==> src/rtl/mem_region_ctrl.sv <==
// Region decoder and wait-state sequencer for the on-chip ROM/RAM macros.
// Off-chip SRAM is only flagged here; its own controller sequences the access.
module mem_region_ctrl #(
    parameter logic [31:0] ROM_BASE  = 32'h0000_0000,
    parameter int          ROM_AW    = 12,
    parameter logic [31:0] RAM_BASE  = 32'h2000_0000,
    parameter int          RAM_AW    = 14,
    parameter logic [31:0] SRAM_BASE = 32'h8000_0000,
    parameter int          SRAM_AW   = 20,
    parameter int          ROM_LAT   = 1,
    parameter int          RAM_LAT   = 1
) (
    input  logic              clk,
    input  logic              nRST,
    input  logic              req,
    input  logic [31:0]       addr,
    input  logic              wen,
    input  logic [3:0]        byte_en,
    input  logic [31:0]       wdata,
    output logic              rom_active,
    output logic              ram_active,
    output logic              sram_active,
    output logic              rom_wait,
    output logic              ram_wait,
    output logic [31:0]       rom_rdata,
    output logic [31:0]       ram_rdata,
    output logic              err,
    output logic              rom_cs,
    output logic [ROM_AW-1:0] rom_a,
    input  logic [31:0]       rom_q,
    output logic              ram_cs,
    output logic              ram_we,
    output logic [3:0]        ram_be,
    output logic [RAM_AW-1:0] ram_a,
    output logic [31:0]       ram_d,
    input  logic [31:0]       ram_q
);

    localparam int AW_MAX = (ROM_AW > RAM_AW) ? ROM_AW : RAM_AW;

    typedef enum logic [1:0] {IDLE, ACCESS, DONE} state_t;

    state_t            state_q, state_d;
    logic [3:0]        cnt_q, cnt_d;
    logic              err_q, err_d;
    logic [31:0]       rom_rdata_q, rom_rdata_d;
    logic [31:0]       ram_rdata_q, ram_rdata_d;
    logic              ram_sel_q, ram_sel_d;
    logic              wen_q, wen_d;
    logic [AW_MAX-1:0] waddr_q, waddr_d;
    logic [3:0]        be_q, be_d;
    logic [31:0]       wdata_q, wdata_d;

    logic rom_hit, ram_hit, sram_hit, unmapped;
    logic access_rom, access_ram;
    logic unused_addr_lsbs;

    assign rom_hit  = (addr[31:ROM_AW+2]  == ROM_BASE[31:ROM_AW+2]);
    assign ram_hit  = (addr[31:RAM_AW+2]  == RAM_BASE[31:RAM_AW+2]);
    assign sram_hit = (addr[31:SRAM_AW+2] == SRAM_BASE[31:SRAM_AW+2]);
    assign unmapped = !rom_hit && !ram_hit && !sram_hit;
    assign unused_addr_lsbs = ^addr[1:0];

    assign rom_active  = rom_hit;
    assign ram_active  = ram_hit;
    assign sram_active = sram_hit;

    always_comb begin
        state_d     = state_q;
        cnt_d       = cnt_q;
        err_d       = 1'b0;
        rom_rdata_d = rom_rdata_q;
        ram_rdata_d = ram_rdata_q;
        ram_sel_d   = ram_sel_q;
        wen_d       = wen_q;
        waddr_d     = waddr_q;
        be_d        = be_q;
        wdata_d     = wdata_q;
        case (state_q)
            IDLE: begin
                // ROM writes are refused here and reported through err instead.
                if (req && ((rom_hit && !wen) || ram_hit)) begin
                    state_d   = ACCESS;
                    ram_sel_d = ram_hit;
                    wen_d     = wen;
                    waddr_d   = addr[AW_MAX+1:2];
                    be_d      = byte_en;
                    wdata_d   = wdata;
                    cnt_d     = ram_hit ? 4'(RAM_LAT) : 4'(ROM_LAT);
                end
                err_d = req && (unmapped || (rom_hit && wen));
            end
            ACCESS: begin
                cnt_d = cnt_q - 4'd1;
                if (cnt_q == 4'd1) begin
                    state_d = DONE;
                    if (!wen_q) begin
                        if (ram_sel_q) ram_rdata_d = ram_q;
                        else           rom_rdata_d = rom_q;
                    end
                end
            end
            DONE:    state_d = IDLE;
            default: state_d = IDLE;
        endcase
    end

    always_ff @(posedge clk or negedge nRST) begin
        if (!nRST) begin
            state_q     <= IDLE;
            cnt_q       <= 4'd0;
            err_q       <= 1'b0;
            rom_rdata_q <= 32'hFFFF_FFFF;
            ram_rdata_q <= 32'hFFFF_FFFF;
        end else begin
            state_q     <= state_d;
            cnt_q       <= cnt_d;
            err_q       <= err_d;
            rom_rdata_q <= rom_rdata_d;
            ram_rdata_q <= ram_rdata_d;
        end
    end

    // Request copy is only consumed while in ACCESS, so it needs no reset.
    always_ff @(posedge clk) begin
        ram_sel_q <= ram_sel_d;
        wen_q     <= wen_d;
        waddr_q   <= waddr_d;
        be_q      <= be_d;
        wdata_q   <= wdata_d;
    end

    assign access_rom = (state_q == ACCESS) && !ram_sel_q;
    assign access_ram = (state_q == ACCESS) &&  ram_sel_q;

    assign rom_cs = access_rom;
    assign rom_a  = waddr_q[ROM_AW-1:0];
    assign ram_cs = access_ram;
    assign ram_we = access_ram && wen_q && (cnt_q == 4'd1);
    assign ram_be = be_q;
    assign ram_a  = waddr_q[RAM_AW-1:0];
    assign ram_d  = wdata_q;

    // Wait is forced low while reset is held, even with a request pending.
    assign rom_wait = nRST && (access_rom || ((state_q == IDLE) && req && rom_hit && !wen));
    assign ram_wait = nRST && (access_ram || ((state_q == IDLE) && req && ram_hit));

    assign rom_rdata = rom_rdata_q;
    assign ram_rdata = ram_rdata_q;
    assign err       = err_q;

endmodule

==> config.mk <==
export PLATFORM = sky130hd
export DESIGN_NAME = mem_region_ctrl
export DESIGN_NICKNAME = d
export VERILOG_FILES = /design/src/rtl/mem_region_ctrl.sv
export SDC_FILE = /design/constraint.sdc
export NUM_CORES = 1
export LEC_CHECK = 0
export CAP_MARGIN = 10
export CORE_MARGIN = 2
export CORE_UTILIZATION = 36
export CTS_BUF_LIST = sky130_fd_sc_hd__clkbuf_4
export CTS_CLUSTER_SIZE = 10
export DETAILED_ROUTE_END_ITERATION = 8
export PLACE_DENSITY = 0.86
export SLEW_MARGIN = 0
export SYNTH_ARGS = -nofsm -noshare
export SYNTH_HDL_FRONTEND = slang
export SYNTH_SLANG_ARGS = --single-unit
==> constraint.sdc <==
create_clock -name clk -period 3.55 [get_ports clk]
set_clock_uncertainty 0.05 [all_clocks]
set_input_delay 0.5325 -clock clk [delete_from_list [all_inputs] [get_ports clk]]
set_output_delay 0.5325 -clock clk [all_outputs]
set_load 0.02 [all_outputs]
---- Yosys cells after proc, flatten, opt, wreduce, memory -nomap -nowiden ----
Index checks and enable logic that the tools add are counted.
storage, ports and cells
  input bits .............................. 136
  output and inout port bits .............. 135
  bits in registers ....................... 123
operators by class
  mux-type cells .......................... 6
  bitwise operators ....................... 2
  equal/unequal tests ..................... 6
  reduce and logical (&&, ||, !) cells .... 33
  add/sub/neg operators ................... 1
operators by type and width
  kind                    number
  $logic_not A18 Y1       1
  $eq A16 B14 Y1 const B  1
  $logic_and A1 B1 Y1     16
  $eq A10 B10 Y1 const B  1
  $pmux W4 S2             1
  $reduce_and A4 Y1       2
  $reduce_and A2 Y1       3
  $logic_not A1 Y1        5
  $eq A4 B1 Y1 const B    1
  $logic_or A1 B1 Y1      4
  $mux W2                 2
  $mux W4                 1
  $ne A2 B2 Y1 const B    2
  $pmux W2 S2             1
  $sub A4 B1 Y4 const B   1
  $eq A2 B1 Y1 const B    1
  $logic_not A2 Y1        1
  $not A1 Y1              2
  $reduce_bool A2 Y1      1
  $mux W1                 1

---- Longest topological paths before layout ----
Gate-level depths: netlist of run 1.
  depth in word-level cells ............... 7
  depth in mapped cells ................... 7

---- Worst setup path after synthesis of run 1 ----
Ideal clock, no wire load.
  kind .................................... in2reg
  start point ............................. in addr[23]
  end point ............................... reg cnt_q[1]
  cell stages on the path ................. 4
  library setup time ...................... 0.255 ns
  path slack .............................. -0.206 ns
  arrival time ............................ 3.451 ns
  required time ........................... 3.245 ns
  path buffers ............................ 0
  cells stage by stage .................... nor4_4 > nand4_4 > nor3_2 > o22ai_1
on the way
  cells in the longest elaborated chain, start to end .. 6
  elaborated cells on any way between the ends .. 7
  those cells by class .................... eq/ne (2); reduce/logical (5)
ends and longest elaborated chain
  item                                  RTL line  source
  start: declaration                    16        input logic [31:0] addr,
  $logic_not A18 Y1                     58        assign rom_hit = (addr[31:ROM_AW+2] == ROM_BASE[31:ROM_AW+2]);
  $logic_and A1 B1 Y1                   82        if (req && ((rom_hit && !wen) || ram_hit)) begin
  $logic_or A1 B1 Y1 *                  82
  $logic_and A1 B1 Y1 *                 82
  $ne A2 B2 Y1 (no source line) *       n/a
  $reduce_and A2 Y1 (no source line) *  n/a
  end signal: assignment                117       cnt_q <= cnt_d;
  end: declaration                      44        logic [3:0] cnt_q, cnt_d;
Every way passes the cells marked *; elsewhere a longest branch is shown, timed or not.
A chain may end at the register's enable or synchronous reset.

---- Worst setup path in the final report of run 1 ----
  start point ............................. in addr[23]
  end point ............................... out rom_wait
on the way
  cells in the longest elaborated chain, start to end .. 5
ends and longest elaborated chain
  item                              RTL line  source
  $logic_not A18 Y1                 58
  $logic_and A1 B1 Y1 (2 in a row)  145       assign rom_wait = nRST && (access_rom || ((state_q == IDLE) && req && rom_hit && !wen));
  $logic_or A1 B1 Y1                145
  $logic_and A1 B1 Y1               145
  end: declaration                  23        output logic rom_wait,
Every way passes these cells.

==> results.yml, run 1 <==
timing:
  rsz0062_at_grt: "no"
  min_period_ns: 3.133
  clock.fmax_mhz: 319.2
  hold_viol_final: 0
  slew_violations: 0
  fin_crit_sh_pct: 88.25
  max_slew_margin_pct: 42.18
  setup_tns_ns: 0
  layout_setup_ws_ns: 0.4171
  tightest_slew_ns: 0.8672
  setup_viol: 0
clocking:
  cts_resized: 0
  cts_tree: "done"
  root_buffer: "clkbuf_4"
  path_clk_slew_ns: 0.11
  tritoncts.num_buffers: 17
  post_cts_buffers: 0
  cts.sinks: 123
  clockBufferDepth: 2
  clk_latency_ns: 0.51
  cts_max_level: 4
  cts_hold_buffers: 0
detailed_routing:
  drt_first_pass_iters: 4
  wirelength_mm: 12.06
  antenna_left: 0
  wl_per_cell_um: 16.86
  via_per_inst: 4.490
  drt-initial-drc-count: 133
  drc: 0
  vias: 3210
finish:
  fin_area_mm2: 0.008031
  layout-drive-gt1-share_pct: 31.41
  fillers: 991
  fin_util_pct: 60.41
  syn2layout_area_growth_pct: 62.75
  stdcell_count: 715
  nets: 663
logic_synthesis:
  synth_area_leaders: "dfstp_2, edfxtp_1, mux2_4"
  synth.distinct_cells: 34
  syn_area_per_cell_um2: 19.35
  postSynth.asyncResetShare_pct: 57.72
  ys_top_cells_by_count: "dfstp_2, mux2_4, edfxtp_1"
  synth.largest_area_cell: "dfstp_2"
  yosysSeqAreaShare_pct: 69.27
  yosys_warnings: 0
  ys.flop_type: "dfstp_2"
  yosysMostFrequentCell: "dfstp_2"
  ys_ff_latch: 123
  synth_top_area_share_pct: 34.08
  synth_area_mm2: 0.004935
  synth_edf_count: 52
  syn-instance-count: 255
  syn-num-nets: 393
placement:
  pre_cts_ws_ns: 0.4148
  place.gp.congestion: 0.7519
  place_area_mm2: 0.007697
  dp.cells: 682
  io_buffers: 268
  hpwl_mm: 9.064
grt:
  grt_pass1_vias: 3567
  antenna_found_initial: 1
  grt_util_all_layers_pct: 16.64
  grt_pass1_wl_mm: 18.39
  grt_start_max_net_pins: 72
  grt-ovfl-total: 0
setup_path:
  path_delay_family: "buffers and inverters"
  r2r_slack_ns: 1.41
  cp_max_fo: 7
  crit_path_start_kind: "input port"
  critical_path_class: "input port to output pin"
  cp_num_cells: 6
  cp.required_ns: 2.97
  cp_slowest_cell: "clkdlybuf4s50_1"
  cp-startpoint: "addr[23]"
  cpMostUsedCell: "clkdlybuf4s50_1"
  arrival_ns: 2.55
  path_buf_inv: 2
  cp_slowest_stage_delay_ns: 0.60
  r2r_start: "state_q[1]"
  rr_worst_depth: 4
  critPathCapture: "rom_wait"
  crit_path_end_kind: "output pin"
  path_cells: "clkdlybuf4s50_1 -> nor4_4 -> nand4_4 -> nor3_1 -> o21a_1 -> clkdlybuf4s50_1"
  r2r_end: "ram_rdata[15]"
power_and_ir_drop:
  p_clk_share_pct: 36.6
  swShare_pct: 21.42
  ir_drop_mv: 0.2050
  combPwrFrac_pct: 12.0
  pwr-share-seq_pct: 51.4
  switchingPower_uw: 656.2
  power_density_mw_per_mm2: 381.4
  power.static_leakage_uw: 0.003228
  internal_power_uw: 2407
outcome:
  status: "complete, no violations"
die:
  start_util_pct: 37.12
  rows: 42
  die_y_um: 121.1
  chipWidth_um: 121.1
  dieArea_mm2: 0.01466
  coreArea_mm2: 0.01330
  io_pins: 271
min_path:
  min_path_type: "input port to asynchronous set/reset pin"
flow_run:
  cap_violations: 0
[how the worst min path moves through the flow]
stage	start	endpoint	slack [ns]	depth (start not counted)
2_1_floorplan	nRST	cnt_q[0]	0.19	0
3_3_place_gp	cnt_q[0]	cnt_q[0]	0.43	1
3_5_place_dp	cnt_q[0]	cnt_q[0]	0.47	1
4_1_cts	nRST	state_q[1]	0.27	2
5_1_grt	nRST	state_q[0]	0.32	2
6_report	nRST	err	0.32	2
[metrics by stage]
| stage | total power (µW) | hold WS [ns] |
|---|---|---|
| after floorplan | 1710 | 0.1869 |
| after global placement | 1959 | 0.4339 |
| after detailed placement | 1969 | 0.4700 |
| after CTS | 3112 | 0.2737 |
| after global routing | 3190 | 0.3165 |
| final | 3063 | 0.3210 |
[state kept, by name, indices dropped and copies added (netlist names), 2 cells and up]
signal,flops
ram_d,32
ram_rdata,32
rom_rdata,32
ram_a,14
cnt_q,4
ram_be,4
state_q,2
[placed cells by master, fill, tap and decap left out, types with 2 or more instances in the layout]
cell type,netlist,final
clkdlybuf4s50_1,0,267
dfstp_2,64,64
mux2_4,60,60
edfxtp_1,52,52
clkbuf_4,0,17
nor3_1,8,8
dfrtp_1,7,7
nor2_1,6,6
clkinv_1,0,5
bufinv_16,0,5
mux2_2,4,4
clkinvlp_4,0,4
inv_1,3,3
nor4_4,3,3
nand2_1,3,3
nand2b_1,2,2
o21a_1,2,2
o22ai_1,2,2
ha_1,2,2
[cells by family (layout without fill, tap and decap cells)]
kind of cell / count (synthesis) / in the layout / share of synthesized area [%]
flip-flops: 123 / 123 / 69.27
multiplexers: 64 / 64 / 19.17
AND/OR/NAND/NOR: 35 / 35 / 6.035
buffers and inverters: 22 / 305 / 3.651
AO/OA/AOI/OAI: 8 / 8 / 1.192
adder cells (fa/ha/maj): 2 / 2 / 0.5070
XOR/XNOR: 1 / 1 / 0.1775
other: 0 / 1 / 0
[layer usage]
| layer | track usage, % | vias up | wire length, µm | part of all wire [%] |
|---|---|---|---|---|
| met5 | 0 | - | 0 | 0 |
| met2 | 29.60 | 135 | 6577 | 55 |
| met3 | 5.075 | 24 | 618 | 5.1 |
| li1 | - | 1464 | - | - |
| met1 | 18.27 | 1587 | 4613 | 38 |
| met4 | 7.122 | 0 | 245 | 2.0 |
[power by group through the flow]
stage | sequential (µW) | clock (µW) | combinational, µW
floorplan | 1650 | 0 | 61.6
global placement | 1600 | 0 | 362
global route | 1580 | 1220 | 387
finish | 1570 | 1120 | 368
detailed placement | 1600 | 0 | 370
CTS | 1570 | 1170 | 372
[worst register-to-register path: stages (launching register included)]
cell,delay (ns)
dfrtp_1,0.41
nand2b_1,0.35
nor2_8,0.21
nand3_4,0.50
mux2_4,0.53
[area by class of cell]
| type | count | area (µm²) | area share (%) |
|---|---|---|---|
| antenna | 1 | 2.502 | 0.03116 |
| clock buffer | 17 | 127.6 | 1.589 |
| clock inverter | 15 | 203.9 | 2.539 |
| inverter | 3 | 11.26 | 0.1402 |
| multi-input combinational | 110 | 1343 | 16.72 |
| sequential | 123 | 3418 | 42.56 |
| tap | 176 | 220.2 | 2.742 |
| timing repair buffer | 270 | 2705 | 33.68 |
Power figures use the tool's default switching activity.
==> run 2: changes to the inputs <==
--- a/config.mk
+++ b/config.mk
@@ -7,11 +7,11 @@
 export LEC_CHECK = 0
 export CAP_MARGIN = 10
 export CORE_MARGIN = 2
-export CORE_UTILIZATION = 36
-export CTS_BUF_LIST = sky130_fd_sc_hd__clkbuf_4
+export CORE_UTILIZATION = 35
+export CTS_BUF_LIST = sky130_fd_sc_hd__clkbuf_4 sky130_fd_sc_hd__clkbuf_8 sky130_fd_sc_hd__clkbuf_16
 export CTS_CLUSTER_SIZE = 10
 export DETAILED_ROUTE_END_ITERATION = 8
-export PLACE_DENSITY = 0.86
+export PLACE_DENSITY = 0.85
 export SLEW_MARGIN = 0
 export SYNTH_ARGS = -nofsm -noshare
 export SYNTH_HDL_FRONTEND = slang
==> run 2 against run 1 <==
Effect of this change: worst hold slack better by 0.14 ns; final area is 3.0% higher; worst setup slack gained 0.065 ns; critical path type unchanged; flip-flop and latch count did not move; non-clock buffer count increased by 1; highest routed layer unchanged; first-iteration DRC count decreased by 17%; sequential power about the same; via count is 0.22% lower.
==> results.yml, run 2 (synthesis gave the netlist of run 1 again) <==
outcome:
  status: "complete, no violations"
grt:
  grt_pass1_vias: 3417
  grt_start_max_net_pins: 71
  grt_pass1_wl_mm: 18.21
  grt-ovfl-total: 0
  antenna_found_initial: 0
  grt_util_all_layers_pct: 16.31
timing:
  hold_viol_final: 0
  min_period_ns: 3.068
  layout_setup_ws_ns: 0.4820
  setup_viol: 0
  setup_tns_ns: 0
  slew_violations: 0
  rsz0062_at_grt: "no"
  tightest_slew_ns: 0.8639
  fin_crit_sh_pct: 86.42
  max_slew_margin_pct: 42.40
  clock.fmax_mhz: 325.9
setup_path:
  crit_path_start_kind: "input port"
  cp_max_fo: 7
  r2r_start: "state_q[1]"
  arrival_ns: 2.49
  path_cells: "clkdlybuf4s50_1 -> nor4_4 -> nand4_4 -> nor3_1 -> o21a_1 -> clkdlybuf4s50_1"
  cp_slowest_stage_delay_ns: 0.60
  critical_path_class: "input port to output pin"
  rr_worst_depth: 4
  r2r_end: "ram_rdata[25]"
  cp-startpoint: "addr[23]"
  cp.required_ns: 2.97
  critPathCapture: "rom_wait"
  r2r_slack_ns: 1.41
  cpMostUsedCell: "clkdlybuf4s50_1"
  cp_slowest_cell: "clkdlybuf4s50_1"
  crit_path_end_kind: "output pin"
clocking:
  cts_max_level: 4
  clockBufferDepth: 2
  tritoncts.num_buffers: 17
  cts.sinks: 123
  path_clk_slew_ns: 0.05
  post_cts_buffers: 0
  clk_latency_ns: 0.41
  cts_tree: "done"
  root_buffer: "clkbuf_16"
placement:
  place.gp.congestion: 0.7737
  io_buffers: 268
  hpwl_mm: 9.161
  dp.cells: 686
  pre_cts_ws_ns: 0.4664
detailed_routing:
  vias: 3203
  drt_first_pass_iters: 4
  drc: 0
  wl_per_cell_um: 17.22
  via_per_inst: 4.455
  drt-initial-drc-count: 111
  wirelength_mm: 12.38
  antenna_left: 0
finish:
  final_cell_mix: "clkdlybuf4s50_1, dfstp_2, mux2_4"
  syn2layout_area_growth_pct: 67.70
  stdcell_count: 719
  layout-drive-gt1-share_pct: 32.28
  mostFrequentLayoutCell: "clkdlybuf4s50_1"
  fin_util_pct: 59.85
  diodes: 0
  nets: 664
die:
  coreArea_mm2: 0.01383
  die_y_um: 122.7
  dieArea_mm2: 0.01507
  io_pins: 271
  rows: 43
  chipWidth_um: 122.7
  start_util_pct: 35.69
power_and_ir_drop:
  power.static_leakage_uw: 0.003351
  ir_drop_mv: 0.2623
  power.total_uw: 3553
  power_density_mw_per_mm2: 429.4
flow_run:
  cap_violations: 0
min_path:
  min_path_type: "input port to asynchronous set/reset pin"
[run 2: critical path: cells and delay by family]
kind	cells	cell delay [ns]
buffers and inverters	2	1.05
AND/OR/NAND/NOR	3	0.77
AO/OA/AOI/OAI	1	0.13
[run 2: final cells by class]
class / count / area (µm²)
Inverter: 3 / 11.26
Sequential cell: 123 / 3418
Clock buffer: 19 / 475.5
Timing Repair Buffer: 271 / 2715
Fill cell: 1038 / 5552
Multi-Input combinational cell: 110 / 1343
Clock inverter: 13 / 87.58
Tap cell: 180 / 225.2
[run 2: worst min path at each step]
stage | start | end | slack, ns | cells past startpoint
detailed placement | nRST | err | 0.32 | 1
CTS | nRST | err | 0.47 | 2
finish | nRST | err | 0.46 | 2
global route | nRST | err | 0.46 | 2
floorplan | nRST | cnt_q[0] | 0.19 | 0
global placement | nRST | err | 0.32 | 1
[run 2: per-stage QoR]
step	area, µm²	hold slack [ns]
final	8275	0.4624
after global routing	8275	0.4609
after CTS	8275	0.4724
after detailed placement	7702	0.3157
after global placement	7702	0.3196
after floorplan	4941	0.1869
[run 2: power breakdown]
| part | switching, µW | total [µW] | leakage, µW | internal, µW |
|---|---|---|---|---|
| Clock | 636 | 1610 | 0.000280 | 975 |
| Combinational | 127 | 368 | 0.00183 | 241 |
| Sequential | 22.3 | 1580 | 0.00124 | 1550 |
[run 2: routing by layer]
metal  vias to the layer above  track usage [%]  share of wire (%)
li1                       1468                -                  -
met2                       135            28.66                 54
met4                         0            8.118                2.4
met1                      1579            17.65                 37
met3                        21            5.112                6.3
met5                         -                0                  0
[run 2: what timing repair did]
action,4_1_cts,5_1_grt
endpoints found under the hold margin,1,0
gates resized for setup,0,0
hold buffers,1,0
